File: config.mk
export PLATFORM = sky130hd
export DESIGN_NAME = tpu_host_driver
export DESIGN_NICKNAME = d
export VERILOG_FILES = /design/src/rtl/tpu_host_driver.sv
export SDC_FILE = /design/constraint.sdc
export NUM_CORES = 1
export LEC_CHECK = 0
export ABC_CLOCK_PERIOD_IN_PS = 2500
export BUFFER_PORTS_ARGS = -buffer_cell sky130_fd_sc_hd__buf_2
export CORE_UTILIZATION = 48
export DETAILED_ROUTE_END_ITERATION = 8
export GPL_TIMING_DRIVEN = 0
export PLACE_DENSITY_LB_ADDON = 0.05
export REMOVE_ABC_BUFFERS = 1
export SYNTH_ARGS = -nofsm -noshare
export SYNTH_HDL_FRONTEND = slang
export SYNTH_SLANG_ARGS = --single-unit
File: constraint.sdc
create_clock -name clk -period 2.5 [get_ports clk]
set_input_delay 0.5 -clock clk [delete_from_list [all_inputs] [get_ports clk]]
set_output_delay 0.5 -clock clk [all_outputs]
set_load 0.03 [all_outputs]
File: src/rtl/tpu_host_driver.sv
// Host initiator for the 2x2 systolic TPU pins: loads 8 job bytes, waits for done, captures 8 result bytes (timeout via TPU_HOST_TIMEOUT_EN).
// Latency: bytes on pins T+1..T+8 after accept; result valid 8 cycles after first done.
// Backpressure: job_ready only in IDLE; RESULT holds res_* stable until res_ready.
module tpu_host_driver #(
  parameter int TIMEOUT_CYCLES = 64
) (
  input  logic        clk,
  input  logic        rst_n,
  input  logic        job_valid,
  output logic        job_ready,
  input  logic [63:0] job_data,
  input  logic        job_transpose,
  input  logic        job_relu,
  output logic [7:0]  tpu_ui_in,
  output logic [7:0]  tpu_uio_in,
  input  logic [7:0]  tpu_uo_out,
  input  logic        tpu_done,
  output logic        res_valid,
  input  logic        res_ready,
  output logic [63:0] res_data,
  output logic        res_err,
  output logic        busy
);

  typedef enum logic [2:0] {IDLE, LOAD, WAIT_DONE, CAPTURE, RESULT} state_t;

  state_t      state, state_nxt;
  logic [63:0] job_q;
  logic [2:0]  byte_cnt;
  logic [2:0]  next_cnt;
  logic        load_en;
  logic        mode_transpose;
  logic        mode_relu;
  logic        accept;
  logic        last_byte;
  logic        to_expire;

  if (TIMEOUT_CYCLES < 1 || TIMEOUT_CYCLES > 65535) begin : g_bad_timeout
    $error("TIMEOUT_CYCLES must be in 1..65535");
  end

  assign job_ready  = (state == IDLE);
  assign busy       = (state != IDLE);
  assign accept     = job_valid & job_ready;
  assign last_byte  = (byte_cnt == 3'd7);
  assign next_cnt   = byte_cnt + 3'd1;
  assign tpu_uio_in = {5'b00000, mode_relu, mode_transpose, load_en};

`ifdef TPU_HOST_TIMEOUT_EN
  localparam logic [15:0] TO_LAST = 16'(TIMEOUT_CYCLES - 1);
  logic [15:0] to_cnt;

  assign to_expire = (state == WAIT_DONE) && !tpu_done && (to_cnt == TO_LAST);

  // Counter is held at zero outside WAIT_DONE so every wait starts fresh.
  always_ff @(posedge clk or negedge rst_n) begin
    if (!rst_n) begin
      to_cnt <= 16'd0;
    end else if (state != WAIT_DONE) begin
      to_cnt <= 16'd0;
    end else if (!tpu_done) begin
      to_cnt <= to_cnt + 16'd1;
    end
  end
`else
  assign to_expire = 1'b0;
`endif

  always_ff @(posedge clk or negedge rst_n) begin
    if (!rst_n) begin
      state <= IDLE;
    end else begin
      state <= state_nxt;
    end
  end

  always_comb begin
    state_nxt = state;
    case (state)
      IDLE:      if (accept) state_nxt = LOAD;
      LOAD:      if (last_byte) state_nxt = WAIT_DONE;
      WAIT_DONE: begin
        if (tpu_done) state_nxt = CAPTURE;
        else if (to_expire) state_nxt = RESULT;
      end
      CAPTURE:   if (!tpu_done || last_byte) state_nxt = RESULT;
      RESULT:    if (res_ready) state_nxt = IDLE;
      default:   state_nxt = IDLE;
    endcase
  end

  // Pin and result registers; byte_cnt is the shown byte in LOAD, the next capture slot in CAPTURE.
  always_ff @(posedge clk or negedge rst_n) begin
    if (!rst_n) begin
      job_q          <= 64'd0;
      byte_cnt       <= 3'd0;
      load_en        <= 1'b0;
      mode_transpose <= 1'b0;
      mode_relu      <= 1'b0;
      tpu_ui_in      <= 8'd0;
      res_valid      <= 1'b0;
      res_err        <= 1'b0;
      res_data       <= 64'd0;
    end else begin
      case (state)
        IDLE: begin
          if (accept) begin
            job_q          <= job_data;
            mode_transpose <= job_transpose;
            mode_relu      <= job_relu;
            load_en        <= 1'b1;
            tpu_ui_in      <= job_data[7:0];
            byte_cnt       <= 3'd0;
            res_data       <= 64'd0;
            res_err        <= 1'b0;
          end
        end
        LOAD: begin
          if (last_byte) begin
            load_en   <= 1'b0;
            tpu_ui_in <= 8'd0;
            byte_cnt  <= 3'd0;
          end else begin
            byte_cnt  <= next_cnt;
            tpu_ui_in <= job_q[{next_cnt, 3'b000} +: 8];
          end
        end
        WAIT_DONE: begin
          if (tpu_done) begin
            res_data[7:0] <= tpu_uo_out;
            byte_cnt      <= 3'd1;
          end else if (to_expire) begin
            res_valid <= 1'b1;
            res_err   <= 1'b1;
          end
        end
        CAPTURE: begin
          if (!tpu_done) begin
            res_valid <= 1'b1;
            res_err   <= 1'b1;
          end else begin
            res_data[{byte_cnt, 3'b000} +: 8] <= tpu_uo_out;
            byte_cnt <= next_cnt;
            if (last_byte) res_valid <= 1'b1;
          end
        end
        RESULT: begin
          if (res_ready) begin
            res_valid      <= 1'b0;
            mode_transpose <= 1'b0;
            mode_relu      <= 1'b0;
          end
        end
        default: begin
          load_en <= 1'b0;
        end
      endcase
    end
  end

endmodule
==> flow_metrics.tcl, run 1 <==
set metrics [dict create \
    status "finished, final reports clean" \
    grt_pass1_wl_um 26900 \
    grt_util_met1 0.344 \
    viasPerCell 5.47 \
    tightest_slew_ns 0.666 \
    grt_max_degree 80 \
    root_buffer "clkbuf_16" \
    synth_top_cell_area_share 0.565 \
    min_period_ns 2.41 \
    setup_viol 0 \
    gr-usage-met3 0.0608 \
    layout-drive-gt1-share 0.303 \
    drt-pass1-iter-count 5 \
    rows 42 \
    cap_violations 0 \
    arrival_ns 2.76 \
    worst_setup_path_start_kind "flip-flop" \
    cts_made_buffers 17 \
    dieWidth_um 118 \
    cts.sinks 147 \
    synth_commonest_cells "nand2_1, dfrtp_1, a22o_1, a32o_1, mux2i_1" \
    power.leakage_nw 4.24 \
    htree_levels 4 \
    netlist_area_sq_mm 0.00650 \
    drt_iter0_markers 420 \
    synth.most_common_cell "nand2_1" \
    dr_total_vias 5193 \
    diodes 0 \
    intPower_mw 6.63 \
    antenna_left 0 \
    p_clk_frac 0.264 \
    fin_ws_ns 0.0907 \
    utilization 0.613 \
    drc 0 \
    cts_hold_buf 0 \
    synth-edff-count 0 \
    clkTransAtPathRegs_ns 0.06 \
    r2r-end "res_data[50]" \
    dpl_cell_area_sq_mm 0.00736 \
    rr_startpoint "byte_cnt[0]" \
    yosysWarnings 0 \
    dp_hpwl_um 11000 \
    r2r_slack_ns 0.09 \
    final_nets 844 \
    worst_ir_drop_vdd_mv 0.628 \
    drt-total-wl_um 16500 \
    cts_buffer_depth 2 \
    crit_fanout 14 \
    grt_pass1_vias 5115 \
    synth-seq-cells 147 \
    clk_latency_ns 0.42 \
    finalCritPeriodShare 0.964 \
    boundaryPins 163 \
    syn_to_final_growth_pct 24.8 \
    wl_per_cell_um 17.3 \
    max_freq_ghz 0.415 \
    pre_cts_ws_ns -0.524 \
    power.net_switching_mw 4.10 \
    busiest_layer "met2" \
    max-slew-margin-rel 0.556 \
    synth_area_per_cell_sq_um 10.4 \
    crit_required_ns 2.85 \
    finish.instance_area_sq_mm 0.00812 \
    finalMaxSlewViolations 0 \
    rsz0062_at_grt "true" \
    crit_type "reg -> reg" \
    synth_async_sr_flop_share 1.00 \
    dieArea_sq_mm 0.0140 \
    powerDensity_mw_per_mm2 1320 \
    crit_path_end_kind "flip-flop" \
    gp_congestion 0.747 \
    grt_usage 0.249 \
    ys_seq_area_frac 0.565 \
    synth_cell_type_count 46 \
    antenna_found_initial 1 \
    synthFlopType "dfrtp_1" \
    cts_tree "done" \
    whs_ns 0.0543 \
    fin_skew_ns 0.00692 \
    io_buffers 157 \
    seqPwrFrac 0.338 \
    core_area_sq_mm 0.0132 \
    rr_worst_depth 8 \
    syn_inst 623 \
    comb_power_share 0.398 \
    switching_share 0.382 \
    synth_top_area_cell "dfrtp_1" \
    initial_core_util 0.491 \
    power_mw 10.7 \
    grt_remaining_overflow 0 \
    use_met2 0.390 \
    hold_violations 0 \
    die_height_um 118 \
    hp-class "in -> async" \
    synthTopCellsByArea "dfrtp_1, nand2_1, a22o_1" \
]
==> critical path: stages (launching register included) <==
cell	delay (ns)
dfrtp_2	0.45
buf_12	0.18
inv_1	0.14
ha_4	0.15
ha_2	0.33
or3b_1	0.41
nor3_2	0.17
and2_2	0.30
a32o_1	0.20
==> area by class of cell <==
| class | count | area, sq um |
|---|---|---|
| repair buffers | 163 | 912 |
| clock buffers | 20 | 447 |
| multi-input cells | 425 | 2630 |
| clock inverters | 11 | 208 |
| inverters | 7 | 26.3 |
| flip-flops and latches | 147 | 3680 |
| well taps | 176 | 220 |
| fillers | 1140 | 5120 |
==> cell usage in the layout, fill, tap and decap left out, drive strengths merged, types with 5 or more instances in the layout <==
| cell type | count |
|---|---|
| dfrtp | 147 |
| nand2 | 208 |
| mux2i | 17 |
| a32o | 24 |
| mux4 | 8 |
| bufinv | 6 |
| nand3 | 11 |
| inv | 7 |
| a21oi | 14 |
| nor3 | 6 |
| nand2b | 11 |
| nor2 | 16 |
| o21ai | 20 |
| a22o | 40 |
| buf | 162 |
| conb | 5 |
| clkbuf | 21 |
| a22oi | 8 |
==> layer usage <==
metal  wire length, um  vias to the layer above
met1              7380                     2575
met2              7910                      169
met4               284                        2
li1                  -                     2421
met5                13                        -
met3               873                       26
==> state kept, by name, indices dropped and copies added, names as in the netlist <==
signal          count
job_q              64
byte_cnt            3
mode_relu           1
mode_transpose      1
res_valid           1
load_en             1
tpu_ui_in           8
res_data           64
res_err             1
state               3
==> power groups by stage <==
stage | Combinational [mW] | Sequential (mW) | Clock, mW
5_1_grt | 4.68 | 3.72 | 2.99
3_5_place_dp | 4.03 | 3.67 | 0
3_3_place_gp | 3.80 | 3.74 | 0
4_1_cts | 4.16 | 3.61 | 2.87
2_1_floorplan | 2.34 | 4.08 | 0
6_report | 4.27 | 3.63 | 2.84
==> worst max path at each step <==
stage	slack (ns)	start	depth (start not counted)	endpoint
floorplan	-0.63	byte_cnt[0]	7	res_data[48]
global placement	-1.56	byte_cnt[0]	6	res_data[49]
detailed placement	-0.52	state[0]	4	res_data[24]
CTS	0.02	byte_cnt[0]	8	res_data[50]
global route	-0.007	state[1]	4	res_data[42]
finish	0.09	byte_cnt[0]	8	res_data[50]
==> stage by stage <==
stage	cells	setup TNS [ns]
after floorplan	579	-34.64
after global placement	912	-296.94
after detailed placement	916	-23.22
after CTS	948	0
after global routing	949	-0.0112
final	949	0
==> cells by family after synthesis <==
group                      count (synthesis)  synth area share
muxes                                     25            0.0539
and+or+nand+nor                          275             0.184
buffers and inverters                     55            0.0448
AOI/OAI and AO/OA                        116             0.143
DFF                                      147             0.565
adders and majority gates                  4           0.00769
other                                      1          0.000576
==> timing repair <==
| item | in CTS | in global routing |
|---|---|---|
| resized for setup | 12 | 8 |
| endpoints found under the setup margin | 72 | 54 |
| gates cloned | 0 | 1 |
| buffers inserted | 1 | 0 |
No activity file was read; power rests on OpenSTA's default activity.
==> run 2: changes to the inputs <==
- PLACE_DENSITY: default -> 0.83
- PLACE_DENSITY_LB_ADDON: 0.05 -> default
==> run 2 against run 1 <==
Net effect: sequential share of layout area up 0.69 points; setup slack gained 0.050 ns; via count increased by 0.52%; non-clock buffer count unchanged; maximum frequency rose by 2.1%; largest cell class unchanged; die area unchanged; cell count grew 0.11%; largest power group unchanged.
==> flow_metrics.tcl, run 2 (synthesis gave the netlist of run 1 again) <==
set metrics [dict create \
    status "finished, final reports clean" \
    gr-usage-met3 0.0714 \
    clkTransAtPathRegs_ns 0.06 \
    grt_pass1_vias 5245 \
    antenna_found_initial 0 \
    crit_type "reg -> reg" \
    final_nets 844 \
    dp_hpwl_um 10500 \
    cts_tree "done" \
    crit_path_end_kind "flip-flop" \
    finalCritPeriodShare 0.944 \
    p_clk_frac 0.241 \
    power.net_switching_mw 4.07 \
    arrival_ns 2.71 \
    fin_skew_ns 0.00708 \
    use_met2 0.396 \
    hold_violations 0 \
    dpl_cell_area_sq_mm 0.00736 \
    syn_to_final_growth_pct 22.9 \
    boundaryPins 163 \
    setup_viol 0 \
    cts_hold_buf 0 \
    dieArea_sq_mm 0.0140 \
    cap_violations 0 \
    utilization 0.604 \
    dr_total_vias 5220 \
    max-slew-margin-rel 0.544 \
    drt_iter0_markers 312 \
    cts_buffer_depth 2 \
    drc 0 \
    hp-class "in -> async" \
    gp_congestion 0.790 \
    cts_made_buffers 17 \
    antenna_left 0 \
    grt_max_degree 93 \
    max_freq_ghz 0.424 \
    layout_commonest_cell "nand2_1" \
    wl_per_cell_um 16.7 \
    power.leakage_nw 4.18 \
    powerDensity_mw_per_mm2 1280 \
    comb_power_share 0.403 \
    worst_ir_drop_vdd_mv 0.624 \
    finish.instance_area_sq_mm 0.00800 \
    initial_core_util 0.491 \
    switching_share 0.397 \
    drt-pass1-iter-count 6 \
    busiest_layer "met2" \
    final_cell_mix "nand2_1, buf_2, dfrtp_1" \
    io_buffers 157 \
    finalMaxSlewViolations 0 \
    core_area_sq_mm 0.0132 \
    grt_util_met1 0.303 \
    dieWidth_um 118 \
    grt_remaining_overflow 0 \
    top_regs "job_q x64, res_data x64, tpu_ui_in x8" \
    seqPwrFrac 0.356 \
    tightest_slew_ns 0.684 \
    htree_levels 4 \
    worst_setup_path_start_kind "flip-flop" \
    root_buffer "clkbuf_16" \
    rows 42 \
    cts.sinks 147 \
    grt_pass1_wl_um 26000 \
    min_period_ns 2.36 \
    crit_required_ns 2.85 \
    rsz0062_at_grt "false" \
    grt_usage 0.240 \
    die_height_um 118 \
    clk_latency_ns 0.42 \
    viasPerCell 5.49 \
    drt-total-wl_um 15800 \
    crit_fanout 29 \
    fillerInstances 1099 \
    intPower_mw 6.17 \
    layout-drive-gt1-share 0.300 \
]
==> run 2: cell types whose count changed in the layout (fill, tap and decap cells not counted), moves of 2 or more <==
cell,previous run,this run
bufinv_16,6,2
clkbuf_1,2,0
clkinvlp_4,1,3
inv_6,0,2
nor4b_2,0,2
nor4b_4,2,0
==> run 2: worst paths after layout <==
check | start | to | slack [ns] | depth (start not counted)
worst max-delay path | state[0] | res_data[40] | 0.14 | 4
worst min-delay path | rst_n | res_data[13] | 0.03 | 1
worst max register to register | state[0] | res_data[40] | 0.14 | 4
worst min register to register | job_q[0] | job_q[0] | 0.48 | 2
max in group asynchronous | rst_n | job_q[29] | 1.65 | 2
min in group clk | job_data[26] | job_q[26] | 0.27 | 3
==> run 2: critical path, stage by stage (launching register included) <==
cell and delay (ns):
dfrtp_1 0.73, and3b_4 0.55, nand2_1 0.23, nor4_2 0.56, a22o_1 0.22
==> run 2: routing by layer <==
layer	vias up	wire length [um]
met3	27	1210
met4	0	249
met5	-	0
li1	2432	-
met1	2538	6660
met2	223	7710
==> run 2: repair_timing <==
action                                  4_1_cts  5_1_grt
setup buffers                                 0        2
resized for setup                             6        8
endpoints found under the setup margin       38       54
==> run 2: through the flow <==
step | setup WS, ns | instances | hold WS (ns) | power, mW | TNS, ns
CTS | 0.0195 | 947 | 0.0331 | 10.2 | 0
global route | 0.0119 | 949 | 0.0576 | 10.9 | 0
global placement | -1.52 | 912 | 0.453 | 7.47 | -298.02
finish | 0.140 | 950 | 0.0258 | 10.2 | 0
floorplan | -0.629 | 579 | 0.204 | 6.42 | -34.64
detailed placement | -0.484 | 916 | 0.457 | 7.65 | -8.73
==> run 2: layout make-up <==
| class | count | area (sq um) | share of cell area |
|---|---|---|---|
| Clock buffer | 18 | 439 | 0.0549 |
| Sequential cell | 147 | 3680 | 0.460 |
| Inverter | 7 | 26.3 | 0.00329 |
| Antenna cell | 1 | 2.50 | 0.000313 |
| Tap cell | 176 | 220 | 0.0275 |
| Multi-Input combinational cell | 425 | 2600 | 0.325 |
| Clock inverter | 13 | 134 | 0.0167 |
| Timing Repair Buffer | 163 | 895 | 0.112 |
==> run 2: power by group through the flow <==
stage / combinational [mW] / sequential (mW) / clock [mW]
finish: 4.12 / 3.65 / 2.47
global route: 4.54 / 3.74 / 2.62
detailed placement: 3.97 / 3.67 / 0
CTS: 4.06 / 3.65 / 2.51
floorplan: 2.34 / 4.08 / 0
global placement: 3.72 / 3.75 / 0
